--- config.mk ---
export PLATFORM = sky130hd
export DESIGN_NAME = seg7_scan_driver
export DESIGN_NICKNAME = d
export VERILOG_FILES = /design/src/rtl/seg7_scan_driver_pkg.sv /design/src/rtl/seg7_scan_driver_glyph_decode.sv /design/src/rtl/seg7_scan_driver.sv
export SDC_FILE = /design/constraint.sdc
export NUM_CORES = 1
export LEC_CHECK = 0
export ABC_AREA = 0
export BUFFER_PORTS_ARGS = -buffer_cell sky130_fd_sc_hd__buf_2
export CAP_MARGIN = 20
export CELL_PAD_IN_SITES_DETAIL_PLACEMENT = 1
export CELL_PAD_IN_SITES_GLOBAL_PLACEMENT = 1
export CORE_MARGIN = 1
export CORE_UTILIZATION = 40
export CTS_BUF_LIST = sky130_fd_sc_hd__clkbuf_4
export DETAILED_ROUTE_END_ITERATION = 16
export PLACE_DENSITY_LB_ADDON = 0.1
export SLEW_MARGIN = 20
export SYNTH_ARGS = -nofsm -noshare
export SYNTH_HDL_FRONTEND = slang
export SYNTH_SLANG_ARGS = --single-unit
--- constraint.sdc ---
create_clock -name clk -period 2.11 [get_ports clk]
set_input_delay 0.1055 -clock clk [delete_from_list [all_inputs] [get_ports clk]]
set_output_delay 0.1055 -clock clk [all_outputs]
set_load 0.03 [all_outputs]
--- src/rtl/seg7_scan_driver_pkg.sv ---
// Shared glyph codes and seven-segment patterns for the display path.
// The suspense/result stage emits these codes; the scan driver decodes them.
package seg7_scan_driver_pkg;

    // Glyph codes carried on d1..d4
    localparam logic [3:0] GL_0    = 4'h0;
    localparam logic [3:0] GL_1    = 4'h1;
    localparam logic [3:0] GL_2    = 4'h2;
    localparam logic [3:0] GL_3    = 4'h3;
    localparam logic [3:0] GL_P    = 4'h4;
    localparam logic [3:0] GL_R    = 4'h5;
    localparam logic [3:0] GL_S    = 4'h6;
    localparam logic [3:0] GL_DASH = 4'h7;
    localparam logic [3:0] GL_ERR  = 4'h8;
    localparam logic [3:0] GL_OFF  = 4'hF;

    // Active-low segment patterns, bit order {g,f,e,d,c,b,a}
    localparam logic [6:0] SEG_0     = 7'b1000000;
    localparam logic [6:0] SEG_1     = 7'b1111001;
    localparam logic [6:0] SEG_2     = 7'b0100100;
    localparam logic [6:0] SEG_3     = 7'b0110000;
    localparam logic [6:0] SEG_P     = 7'b0001100;
    localparam logic [6:0] SEG_R     = 7'b0101111;
    localparam logic [6:0] SEG_S     = 7'b0010010;
    localparam logic [6:0] SEG_DASH  = 7'b0111111;
    localparam logic [6:0] SEG_ERR   = 7'b0000110;
    localparam logic [6:0] SEG_BLANK = 7'b1111111;

    localparam logic [3:0] AN_ALL_OFF = 4'b1111;

    // Digit slot currently being driven; DIG0 is the leftmost digit
    typedef enum logic [1:0] {
        DIG0 = 2'd0,
        DIG1 = 2'd1,
        DIG2 = 2'd2,
        DIG3 = 2'd3
    } digit_e;

    // Counter width for a modulus, never narrower than one bit
    function automatic int cnt_width(input int n);
        return (n > 1) ? $clog2(n) : 1;
    endfunction

    // Active-low anode pattern for a digit slot; an[3] is the leftmost digit
    function automatic logic [3:0] anode_sel(input digit_e dig);
        logic [3:0] an;
        an = AN_ALL_OFF;
        case (dig)
            DIG0:    an = 4'b0111;
            DIG1:    an = 4'b1011;
            DIG2:    an = 4'b1101;
            DIG3:    an = 4'b1110;
            default: an = AN_ALL_OFF;
        endcase
        return an;
    endfunction

endpackage

--- src/rtl/seg7_scan_driver_glyph_decode.sv ---
// Combinational glyph code to active-low seven-segment pattern decoder.
module seg7_glyph_decode
    import seg7_scan_driver_pkg::*;
(
    input  logic [3:0] code_i,
    output logic [6:0] seg_o
);

    // Map each glyph code to its segment pattern; unknown codes are blank
    always_comb begin
        seg_o = SEG_BLANK;
        case (code_i)
            GL_0:    seg_o = SEG_0;
            GL_1:    seg_o = SEG_1;
            GL_2:    seg_o = SEG_2;
            GL_3:    seg_o = SEG_3;
            GL_P:    seg_o = SEG_P;
            GL_R:    seg_o = SEG_R;
            GL_S:    seg_o = SEG_S;
            GL_DASH: seg_o = SEG_DASH;
            GL_ERR:  seg_o = SEG_ERR;
            GL_OFF:  seg_o = SEG_BLANK;
            default: seg_o = SEG_BLANK;
        endcase
    end

endmodule

--- src/rtl/seg7_scan_driver.sv ---
// Four-digit multiplexed seven-segment scan driver with per-frame snapshot,
// anti-ghosting blanking at the start of each slot and an all-error blink.
module seg7_scan_driver
    import seg7_scan_driver_pkg::*;
#(
    parameter int REFRESH_DIV = 50000,
    parameter int BLANK_CYC   = 500,
    parameter int BLINK_DIV   = 25000000
) (
    input  logic       clk,
    input  logic       rst_n,
    input  logic [3:0] d1,
    input  logic [3:0] d2,
    input  logic [3:0] d3,
    input  logic [3:0] d4,
    input  logic       blink_en,
    output logic [3:0] an,
    output logic [6:0] seg,
    output logic       dp
);

    localparam int SCAN_W  = cnt_width(REFRESH_DIV);
    localparam int BLINK_W = cnt_width(BLINK_DIV);

    logic [SCAN_W-1:0]  scan_cnt_q,  scan_cnt_d;
    logic [BLINK_W-1:0] blink_cnt_q, blink_cnt_d;
    logic               blink_phase_q, blink_phase_d;
    digit_e             idx_q, idx_d;
    // Element 0 holds d1 (leftmost), element 3 holds d4 (rightmost)
    logic [3:0][3:0]    shadow_q, shadow_d;
    logic [3:0]         an_q, an_d;
    logic [6:0]         seg_q, seg_d;

    logic               scan_wrap;
    logic               blink_wrap;
    logic               frame_start;
    logic               in_blank;
    logic               all_err;
    logic               blink_hide;
    logic [3:0]         code_mux;
    logic [6:0]         seg_dec;

    assign scan_wrap   = (scan_cnt_q == SCAN_W'(REFRESH_DIV - 1));
    assign blink_wrap  = (blink_cnt_q == BLINK_W'(BLINK_DIV - 1));
    assign frame_start = (scan_cnt_q == '0) && (idx_q == DIG0);
    assign in_blank    = (scan_cnt_q < SCAN_W'(BLANK_CYC));
    assign all_err     = (shadow_q[0] == GL_ERR) && (shadow_q[1] == GL_ERR) &&
                         (shadow_q[2] == GL_ERR) && (shadow_q[3] == GL_ERR);
    assign blink_hide  = blink_en && all_err && blink_phase_q;
    assign code_mux    = shadow_q[idx_q];

    seg7_glyph_decode u_decode (
        .code_i (code_mux),
        .seg_o  (seg_dec)
    );

    // Next-state for the slot/frame counters, blink timer and input snapshot
    always_comb begin
        scan_cnt_d    = scan_cnt_q + SCAN_W'(1);
        idx_d         = idx_q;
        blink_cnt_d   = blink_cnt_q + BLINK_W'(1);
        blink_phase_d = blink_phase_q;
        shadow_d      = shadow_q;
        if (scan_wrap) begin
            scan_cnt_d = '0;
            idx_d      = digit_e'(idx_q + 2'd1);
        end
        if (blink_wrap) begin
            blink_cnt_d   = '0;
            blink_phase_d = ~blink_phase_q;
        end
        if (frame_start) begin
            shadow_d = {d4, d3, d2, d1};
        end
    end

    // Next display outputs: blank during the guard window or a blink-off phase
    always_comb begin
        an_d  = AN_ALL_OFF;
        seg_d = SEG_BLANK;
        if (!in_blank && !blink_hide) begin
            an_d  = anode_sel(idx_q);
            seg_d = seg_dec;
        end
    end

    // Counter, blink and snapshot state registers
    always_ff @(posedge clk or negedge rst_n) begin
        if (!rst_n) begin
            scan_cnt_q    <= '0;
            idx_q         <= DIG0;
            blink_cnt_q   <= '0;
            blink_phase_q <= 1'b0;
            shadow_q      <= {4{GL_OFF}};
        end else begin
            scan_cnt_q    <= scan_cnt_d;
            idx_q         <= idx_d;
            blink_cnt_q   <= blink_cnt_d;
            blink_phase_q <= blink_phase_d;
            shadow_q      <= shadow_d;
        end
    end

    // Registered display outputs, one cycle behind the scan state
    always_ff @(posedge clk or negedge rst_n) begin
        if (!rst_n) begin
            an_q  <= AN_ALL_OFF;
            seg_q <= SEG_BLANK;
        end else begin
            an_q  <= an_d;
            seg_q <= seg_d;
        end
    end

    assign an  = an_q;
    assign seg = seg_q;
    assign dp  = 1'b1;

endmodule
; After elaboration in Yosys (flattened, before gate mapping)
; Memories as Yosys holds them, arrays and structs flattened.
; Cells that the tools add are included.
[totals]
regBits = 71
word_cells = 44
input_bits = 19
out_inout_bits = 12
n_memories = 1
rom_bits = 112
[mem_list]
columns = memory, depth, word_bits, read_ports, rd_clocked_by_memory_dff, write_ports, line_no
row1 = (name not given), 16, 7, 1, 0, 0, seg7_scan_driver_glyph_decode.sv:12  ; case (code_i)
[classes]
bitwise_logic = 1
n_reduce_logical = 11
n_lt_le_gt_ge = 2
n_mux = 7
n_eq_ne = 9
addsub = 3
[op_table]
columns = cell, n
row1 = "adder 25 x 1 -> 25 bit, second input constant", 1
row2 = "equality test 25 bit, second input constant", 1
row3 = 2-to-1 mux 25 bit, 1
row4 = "adder 16 x 1 -> 16 bit, second input constant", 1
row5 = "equality test 16 bit, second input constant", 1
row6 = "equality test 4 bit, second input constant", 4
row7 = logical NOT 16 bit, 1
row8 = "< comparator 16 x 9 -> 1 bit, second input constant", 1
row9 = 2-to-1 mux 16 bit, 1
row10 = one-hot mux 4 bit (4 select lines), 1
row11 = binary-select mux 4 bit (select 2 bit), 1
row12 = 2-to-1 mux 4 bit, 2
row13 = logical AND 1 bit, 7
row14 = 2-to-1 mux 7 bit, 1
row15 = "equality test 2 bit, second input constant", 2
row16 = "< comparator 2 x 3 -> 1 bit, second input constant", 1
row17 = "adder 2 x 1 -> 2 bit, second input constant", 1
row18 = "equality test 2 x 1 -> 1 bit, second input constant", 1
row19 = logical NOT 1 bit, 2
row20 = logical NOT 2 bit, 1
row21 = NOT 1 bit, 1

; Longest topological paths before layout
; Gate-level depths: netlist of the first run.
[logic_depth]
ltp_word = 9
depth_mapped = 7
mapped_depth_nobuf = 5

; Modules after synthesis
; Synthesis of the first run repeated with hierarchy kept, for this count alone.
[unflattened]
cells_unflattened = 306
area_unflattened_um2 = 3465.8
[modules_own_cells]
columns = mod, cells_each, area_each_um2, n_inst, seq_area_each_um2
row1 = seg7_scan_driver, 286, 3360.7, 1, 1810.5
row2 = seg7_glyph_decode, 20, 105.1, 1, 0.0

; Worst setup path before layout of the first run
; No wires, ideal clock.
[synth_path]
path_type = reg2reg
start = register scan_cnt_q[11]
end = register shadow_q[0] (netlist name)
synth_period_minus_slack_ns = 2.019
required_time_ns = 2.028
arrival_ns = 1.937
n_path_buf = 1
path_slack_ns = 0.091
path_stages_with_launch = 5
setup_time_ns = 0.082
path_cell_list = dfrtp_1 > or4_4 > nor4_4 > buf_6 > mux2_2
[synth_via]
elab_chain_len = 2
[synth_lines]
columns = element, line_no
row1 = from (decl), seg7_scan_driver.sv:25  ; logic [SCAN_W-1:0] scan_cnt_q, scan_cnt_d;
row2 = from (signal assigned), seg7_scan_driver.sv:96  ; scan_cnt_q <= scan_cnt_d;
row3 = logical NOT 16 bit, seg7_scan_driver.sv:45  ; assign frame_start = (scan_cnt_q == '0) && (idx_q == DIG0);
row4 = logical AND 1 bit, seg7_scan_driver.sv:45
row5 = to (signal assigned), seg7_scan_driver.sv:94  ; shadow_q <= {4{GL_OFF}};
row6 = to (signal assigned), seg7_scan_driver.sv:100  ; shadow_q <= shadow_d;
row7 = to (decl), seg7_scan_driver.sv:30  ; logic [3:0][3:0] shadow_q, shadow_d;
; Every way passes these cells.
; A chain may end at the register's enable or synchronous reset.

; Worst setup path in the final report of the first run
[layout_path]
start = register blink_cnt_q[12]
end = register blink_cnt_q[22]
[layout_via]
elab_chain_len = 2
word_cells_on_any_way = 3
cone_classes = add/sub (1) / eq/ne (1) / mux (1)
[layout_lines]
columns = element, line_no
row1 = from (decl), seg7_scan_driver.sv:26  ; logic [BLINK_W-1:0] blink_cnt_q, blink_cnt_d;
row2 = from (signal assigned), seg7_scan_driver.sv:98  ; blink_cnt_q <= blink_cnt_d;
row3 = adder 25 x 1 -> 25 bit / equality test 25 bit (equally long branches), "seg7_scan_driver.sv:61, seg7_scan_driver.sv:44"
row4 = 2-to-1 mux 25 bit (*), seg7_scan_driver.sv:68  ; if (blink_wrap) begin
row5 = net blink_cnt_d[22], seg7_scan_driver.sv:26
; Mark *: on every way through the listed nets, which the timed path passes. The rest lies on a longest branch.

==> flow_summary.json, run 1 <==
{
  "clkTransAtPathRegs_ns": 0.13,
  "die_area_sq_um": 8950,
  "cts_tree": "yes",
  "num_antenna_cells": 0,
  "route.met2.wl_um": 3410,
  "hold_path.class": "primary input to asynchronous set/reset pin",
  "final_max_slew_viol_count": 0,
  "antenna_found_initial": 0,
  "seq_power_share_pct": 62.6,
  "ir_drop_uv": 232,
  "required_ns": 2.47,
  "start_util_pct": 41.5,
  "p_leak_nw": 1.68,
  "cts_buffers": 9,
  "switching_share_pct": 24.7,
  "grt_max_degree": 27,
  "wl_um": 7220,
  "cp_max_fo": 13,
  "ctsHtreeMaxLevel": 3,
  "dr_total_vias": 2484,
  "synth_ff_type": "dfrtp_1",
  "fmax_ghz": 0.505,
  "yosys_warnings": 0,
  "pwr-share-clk_pct": 32.3,
  "slew_headroom_pct": 45.6,
  "cts.repair.resized": 0,
  "status": "complete, no violations",
  "synth.avg_cell_area_sq_um": 11.4,
  "period_share_pct": 93.9,
  "synth.cell_area_sq_um": 3430,
  "max-cap-violations": 0,
  "die_w_um": 94.6,
  "finClkSkew_ns": 0.0262,
  "drc": 0,
  "tightest_slew_ns": 0.813,
  "grt_overflow": 0,
  "drt-vias-per-instance": 5.21,
  "row_count": 33,
  "cts_sinks": 71,
  "io_buffers": 29,
  "first_global_vias": 2592,
  "wire_per_inst_um": 15.1,
  "power_switching_uw": 553,
  "core_area_sq_um": 8260,
  "fin_hold_ws_ns": 0.204,
  "drt_iter0_drc": 60,
  "endpoint_kind": "flip-flop",
  "gp_congestion": 0.714,
  "fin_crit_ns": 1.98,
  "power_frac_comb_pct": 5.2,
  "ys_seq_elements": 71,
  "drive_gt1_share_pct": 31.7,
  "critPathKind": "flip-flop to flip-flop",
  "reg2regPathDepth": 4,
  "routed.top_layer": "met4",
  "clkLatencyLatePin_ns": 0.43,
  "grt_usage_pct": 18.2,
  "finalSetupViolations": 0,
  "die_h_um": 94.6,
  "dr_wl_met3_um": 146,
  "power.total_mw": 2.24,
  "synth-async-reset-ratio_pct": 100,
  "tns_ns": 0,
  "synth_cell_types": 40,
  "syn-num-nets": 328,
  "grt_pass1_wl_um": 12300,
  "power.density_nw_per_um2": 552,
  "intPower_mw": 1.69,
  "synth-edff-count": 0,
  "seq_area_frac_synth_pct": 52.8,
  "cts.path.max_buffers": 2,
  "hold_viol_final": 0,
  "syn_inst": 302,
  "wl_met1_um": 3530,
  "finalNetCount": 393,
  "arrival_ns": 2.34,
  "cp-start-kind": "flip-flop",
  "hpwl_um": 5240,
  "areaGrowthSynthToFinish_pct": 18.4,
  "rsz0062_at_grt": "false",
  "ios": 31,
  "drtPass1Iterations": 4,
  "postRouteAntennaNets": 0,
  "cts-root-buf": "clkbuf_4"
}
==> final cells by class <==
type	instances	area, sq um
Clock buffer	10	75.1
Clock inverter	6	28.8
Fill cell	898	4200
Inverter	8	30.0
Multi-Input combinational cell	215	1540
Sequential cell	71	1810
Tap cell	105	131
Timing Repair Buffer	62	448
==> path summary, 6_finish.rpt <==
check	to	slack, ns	start
max	blink_cnt_q[22]	0.13	blink_cnt_q[12]
max reg2reg	blink_cnt_q[22]	0.13	blink_cnt_q[12]
min	idx_q[1]	0.20	rst_n
min reg2reg	blink_phase_q	0.49	blink_phase_q
max in group asynchronous	shadow_q[5]	1.10	rst_n
min in group clk	an[1]	0.39	blink_en
==> power by group through the flow <==
stage          clock network [mW]  registers [mW]  logic (mW)
2_1_floorplan                   0            1.42      0.0411
5_1_grt                     0.805            1.41       0.132
3_5_place_dp                    0            1.43      0.0945
4_1_cts                     0.751            1.40       0.119
6_report                    0.724            1.40       0.116
3_3_place_gp                    0            1.43      0.0920
==> layout by cell type (no fill, tap or decap), types with 11 or more instances in the layout <==
cell / n
buf_4: 15
dlygate4sd3_1: 17
nand3_1: 13
dfrtp_1: 44
xor2_1: 15
nor2_1: 27
xnor2_1: 17
mux2_2: 17
dfstp_2: 27
nand2_1: 26
a21oi_1: 11
buf_2: 29
==> worst max-delay path, stage by stage (launching register included) <==
cell	delay, ns
dfrtp_1	0.43
nand4_1	0.16
or4_4	0.65
or4_1	0.50
a21oi_1	0.19
==> through the flow <==
step | instance area [sq um] | instances | worst slack (ns) | utilization (%)
after floorplan | 3430 | 302 | 0.0909 | -
after global placement | 3790 | 444 | 0.193 | 45.8
after detailed placement | 3790 | 444 | 0.117 | 45.8
after CTS | 4060 | 477 | 0.106 | 49.2
after global routing | 4060 | 477 | 0.00573 | 49.2
final | 4060 | 477 | 0.129 | 49.2
==> registers in the layout, indices dropped and copies added, names as in the netlist <==
name and cells:
shadow_q 16, blink_phase_q 1, seg 7, an 4
scan_cnt_q 16, idx_q 2, blink_cnt_q 25
==> routing by layer <==
metal	vias up	track usage [%]
li1	1208	-
met1	1240	24.3
met2	27	28.9
met3	9	2.90
met4	0	8.71
met5	-	0
==> cell families (layout without fill, tap and decap cells) <==
logic type	count (synthesis)	after routing	share of synthesized area (%)
AOI/OAI and AO/OA	26	26	4.45
xor gates and xnor gates	32	32	8.18
DFF	71	71	52.8
muxes	21	21	8.21
adders and majority gates	7	7	2.55
other	1	1	0.109
and+or+nand+nor	128	128	21.3
buffers and inverters	16	86	2.37
==> cell usage after synthesis (all sizes together), types with 8 or more instances <==
cell    n  area (sq um)
inv     8          30.0
nor4    9          86.3
dfstp  27           709
mux2   17           191
xnor2  17           149
nor3    9          45.0
nand2  26          97.6
nand4  11          83.8
dfrtp  44          1100
nand3  13          65.1
a21oi  11          55.1
nor2   27           101
xor2   15           131
==> timing repair <==
action,4_1_cts,5_1_grt
hold buffers,17,0
setup endpoints to repair,0,0
endpoints found under the hold margin,27,0
setup buffers,0,0
No activity file was read; power rests on OpenSTA's default activity.
==> run 2: changes to the inputs <==
REMOVE_ABC_BUFFERS = 1   (was default)
==> run 2 against run 1 <==
  * Via count rose by 1.0%
  * Global-route usage is 0.77 points higher
  * Non-clock buffer count shrank 1
  * Final cell count shrank 0.21%
  * Sequential cell count unchanged
  * Clock skew decreased by 0.014 ns
  * Combinational power hardly changed
  * Utilization rose by 0.79 points
  * Sequential share of layout area is 0.70 points lower
  * Clock-buffer cell count decreased by 1
  * Total power grew 12%
==> flow_summary.json, run 2 (synthesis gave the netlist of run 1 again) <==
{
  "io_buffers": 29,
  "gp_congestion": 0.793,
  "wl_um": 7470,
  "reg2regPathDepth": 4,
  "die_w_um": 94.6,
  "power.density_nw_per_um2": 610,
  "timing.rr.start": "scan_cnt_q[11]",
  "ir_drop_uv": 232,
  "top_register": "blink_cnt_q",
  "arrival_ns": 2.32,
  "final_cell_mix": "dfrtp_1 (44), buf_2 (29), nor2_1 (27), dfstp_2 (27), nand2_1 (26)",
  "die_area_sq_um": 8950,
  "antenna_found_initial": 0,
  "ios": 31,
  "core_area_sq_um": 8260,
  "postPlaceCellArea_sq_um": 3780,
  "first_global_vias": 2661,
  "max-cap-violations": 0,
  "endpoint_kind": "flip-flop",
  "drt_iter0_drc": 45,
  "hold_viol_final": 0,
  "wire_per_inst_um": 15.7,
  "largest_register_ffs": 25,
  "final_max_slew_viol_count": 0,
  "period_share_pct": 93.6,
  "finalSetupViolations": 0,
  "hold_path.class": "primary input to asynchronous set/reset pin",
  "drive_gt1_share_pct": 32.9,
  "slowest_stage": "or4_4",
  "drc": 0,
  "rsz0062_at_grt": "false",
  "cts_sinks": 71,
  "largestRegisters": "blink_cnt_q (25), scan_cnt_q (16), shadow_q (16)",
  "cp_cell_sequence": "or4_4, nor4_4, buf_12, mux2_2",
  "hpwl_um": 5260,
  "drtPass1Iterations": 4,
  "grt_usage_pct": 19.0,
  "die_h_um": 94.6,
  "grt_max_degree": 39,
  "cts-root-buf": "clkbuf_4",
  "required_ns": 2.46,
  "start_util_pct": 41.5,
  "multi_input_area_sq_um": 1550,
  "seq_area_sq_um": 1810,
  "row_count": 33,
  "postRouteAntennaNets": 0,
  "place_ws_ns": 0.138,
  "dr_total_vias": 2510,
  "finalNetCount": 392,
  "p_leak_nw": 1.70,
  "fin_ws_ns": 0.136,
  "final_cells": 476,
  "power.total_mw": 2.52,
  "layout_commonest_cell": "dfrtp_1",
  "grt_overflow": 0,
  "postCtsSetupBuffers": 0,
  "fin_hold_ws_ns": 0.269,
  "tightest_slew_ns": 0.501,
  "status": "complete, no violations",
  "clkTransAtPathRegs_ns": 0.12,
  "num_antenna_cells": 0,
  "cts.path.max_buffers": 2,
  "cp-start-kind": "flip-flop",
  "final_area_sq_um": 4130,
  "clkLatencyLatePin_ns": 0.41,
  "cp_max_fo": 16,
  "critPathKind": "flip-flop to flip-flop",
  "fillCellCount": 908,
  "fmax_ghz": 0.507,
  "areaGrowthSynthToFinish_pct": 20.3,
  "cts_buffers": 9,
  "ctsHtreeMaxLevel": 3,
  "critical_path.max_stage_delay_ns": 0.59,
  "drt-vias-per-instance": 5.27,
  "placed_cells": 443,
  "r2r-end": "shadow_q[1]",
  "fin_crit_ns": 1.97,
  "grt_pass1_wl_um": 13000,
  "slew_headroom_pct": 66.6,
  "finClkSkew_ns": 0.0126,
  "r2r_slack_ns": 0.14,
  "cts_tree": "yes"
}
run 2: what timing repair did:
action	CTS	global route
gates resized for setup	0	1
endpoints found under the hold margin	60	0
endpoints found under the setup margin	0	3
hold buffers	17	0
run 2: stage by stage:
step / setup TNS, ns / util, %
2_1_floorplan: -2.29 / -
3_3_place_gp: 0 / 45.8
3_5_place_dp: 0 / 45.8
4_1_cts: 0 / 49.9
5_1_grt: 0 / 50.0
6_report: 0 / 50.0
run 2: worst max-delay path by stage:
| stage | startpoint | endpoint |
|---|---|---|
| floorplan | scan_cnt_q[11] | idx_q[1] |
| global placement | scan_cnt_q[10] | shadow_q[11] |
| detailed placement | blink_cnt_q[12] | blink_cnt_q[22] |
| CTS | blink_cnt_q[12] | blink_cnt_q[22] |
| global route | idx_q[0] | seg[3] |
| finish | scan_cnt_q[11] | shadow_q[1] |
run 2: area by class of cell:
| cell class | count | share of cell area [%] |
|---|---|---|
| multi-input combinational | 215 | 37.5 |
| clock inverter | 7 | 2.34 |
| tap | 105 | 3.18 |
| timing repair buffer | 61 | 10.7 |
| inverter | 8 | 0.728 |
| sequential | 71 | 43.9 |
| clock buffer | 9 | 1.64 |
run 2: worst max-delay path, delay by kind of cell (launching register included):
kind	cells	cell delay (ns)
buf+inv	1	0.19
flops	1	0.44
mux	1	0.34
simple gates	2	0.93
run 2: routing by layer:
layer | vias up | GRT usage (%) | wire length, um
met4 | 0 | 7.07 | 95
met5 | - | 0 | 0
met1 | 1245 | 24.3 | 3500
li1 | 1209 | - | -
met2 | 43 | 32.5 | 3670
met3 | 13 | 2.98 | 203
run 2: power breakdown:
group / total (mW) / internal (mW) / leakage, nW / switching (mW)
clock network: 0.999 / 0.483 / 0.0864 / 0.516
registers: 1.40 / 1.39 / 0.870 / 0.0122
logic: 0.116 / 0.0591 / 0.740 / 0.0571
==> run 3: changes to the inputs <==
SETUP_SLACK_MARGIN = 0.2   (was default)
==> run 3 against run 2 <==
  * Sequential cell count did not move
  * Sequential power about the same
  * Largest cell class unchanged
  * Critical path depth up 1
  * Global-route usage grew 1.3 points
  * Largest power group unchanged
  * Fmax decreased by 0.62%
  * Via count up 6.3%
  * Setup slack got worse by 0.012 ns
  * Routed wire length is 18% higher
  * Die area is the same
  * Utilization rose by 4.3 points
  * Total power rose by 1.2%
  * First-iteration DRC count fell by 36%
==> flow_summary.json, run 3 (synthesis gave the netlist of run 1 again) <==
{
  "die_h_um": 94.6,
  "final_cells": 499,
  "postRouteAntennaNets": 0,
  "drt-vias-per-instance": 5.35,
  "gp_congestion": 0.793,
  "largestRegisters": "blink_cnt_q (25), scan_cnt_q (16), shadow_q (16)",
  "hpwl_um": 5260,
  "final_max_slew_viol_count": 0,
  "route.met2.wl_um": 4510,
  "grt_usage_pct": 20.3,
  "finalSetupViolations": 0,
  "io_buffers": 29,
  "rsz0062_at_grt": "true",
  "ctsHtreeMaxLevel": 3,
  "critPathKind": "flip-flop to flip-flop",
  "slowest_stage": "or4_4",
  "drtPass1Iterations": 4,
  "row_count": 33,
  "start_util_pct": 41.5,
  "cp-start-kind": "flip-flop",
  "path_buf_inv": 2,
  "largest_register_ffs": 25,
  "num_antenna_cells": 0,
  "cts_tree": "yes",
  "drive_gt1_share_pct": 40.4,
  "die_w_um": 94.6,
  "fin_ws_ns": 0.123,
  "cpLargestDelayFamily": "simple AND/OR/NAND/NOR gates",
  "endpoint_kind": "flip-flop",
  "max-cap-violations": 0,
  "cp_max_fo": 8,
  "post-route-util_pct": 54.3,
  "hold_path.class": "primary input to asynchronous set/reset pin",
  "power.total_mw": 2.55,
  "power.density_nw_per_um2": 568,
  "finClkSkew_ns": 0.0130,
  "placed_cells": 443,
  "ios": 31,
  "tns_ns": 0,
  "drc": 0,
  "status": "complete, no violations",
  "hold_viol_final": 0,
  "cts-root-buf": "clkbuf_4",
  "cts_buffers": 9,
  "areaGrowthSynthToFinish_pct": 30.8,
  "grt_pass1_wl_um": 13800,
  "core_area_sq_um": 8260,
  "clkLatencyLatePin_ns": 0.41,
  "grt_overflow": 0,
  "final_cell_mix": "dfrtp_1 (38), buf_4 (31), buf_2 (29), nor2_1 (27), dfstp_2 (27)",
  "dr_total_vias": 2669,
  "first_global_vias": 2755,
  "required_ns": 2.46,
  "period_share_pct": 94.2,
  "slew_headroom_pct": 57.2,
  "die_area_sq_um": 8950,
  "routed.top_layer": "met4",
  "ir_drop_uv": 303,
  "fmax_ghz": 0.503,
  "grt_max_degree": 39,
  "arrival_ns": 2.34,
  "finalNetCount": 415,
  "antenna_found_initial": 0,
  "wl_um": 8790,
  "clkTransAtPathRegs_ns": 0.13,
  "layout_commonest_cell": "dfrtp_1",
  "p_leak_nw": 1.87,
  "dr_wl_met3_um": 197,
  "critical_path.max_stage_delay_ns": 0.55,
  "fin_crit_ns": 1.99,
  "drt_iter0_drc": 29,
  "cp_cell_sequence": "or4_4, nor4_4, buf_4, clkbuf_16, mux2_4",
  "tightest_slew_ns": 0.636,
  "cts.path.max_buffers": 2,
  "cts_sinks": 71,
  "wl_met1_um": 3950,
  "wire_per_inst_um": 17.6,
  "top_register": "blink_cnt_q",
  "place_ws_ns": 0.138
}
==> run 3: cell types whose count changed in the layout (fill, tap and decap cells not counted), moves of 3 or more <==
cell	previous run	this run
or4_4	2	5
dfrtp_2	0	6
mux2_4	0	17
dfrtp_1	44	38
mux2_2	17	0
buf_4	14	31
==> run 3: report_power, final <==
part / switching [mW] / internal [mW] / leakage, nW
combinational: 0.0620 / 0.0707 / 0.926
sequential: 0.0179 / 1.39 / 0.861
clock: 0.523 / 0.483 / 0.0864
total: 0.603 / 1.94 / 1.87
==> run 3: cell type report <==
cell class                 count  area [sq um]
clock buffer                   9          67.6
clock inverter                 7          96.3
fill                         899          3770
inverter                       8          30.0
multi-input combinational    217          1710
sequential                    71          1820
tap                          105           131
timing repair buffer          82           636
==> run 3: metal layers <==
metal / up-vias / global-route usage [%]
li1: 1260 / -
met1: 1360 / 25.7
met2: 37 / 35.1
met3: 12 / 2.98
met4: 0 / 7.45
met5: - / 0
==> run 3: worst paths after layout <==
kind	from	to	slack [ns]	cells after the start
min in group clk	blink_en	an[2]	0.27	5
min	rst_n	scan_cnt_q[13]	0.27	3
min reg2reg	blink_phase_q	blink_phase_q	0.49	1
max reg2reg	scan_cnt_q[10]	shadow_q[10]	0.12	5
max	scan_cnt_q[10]	shadow_q[10]	0.12	5
max in group asynchronous	rst_n	blink_cnt_q[6]	1.44	3
==> run 3: worst register-to-register path: cells and delay by family, from the launching register on <==
family,cells,cell delay (ns)
and+or+nand+nor,2,0.88
buffers and inverters,2,0.34
muxes,1,0.31
DFF,1,0.41
==> run 3: per-stage QoR <==
stage	hold slack, ns	cell area [sq um]
6_report	0.272	4480
5_1_grt	0.282	4480
4_1_cts	0.252	4260
3_5_place_dp	0.177	3780
3_3_place_gp	0.167	3780
2_1_floorplan	-0.190	3380
==> run 3: timing repair <==
item                                    in CTS  in global routing
setup buffers                                5                 15
endpoints found under the hold margin       60                  0
gates cloned                                 1                  2
hold buffers                                17                  0
pin swaps                                    3                  9
gates resized for setup                     20                 22
endpoints found under the setup margin      26                 50
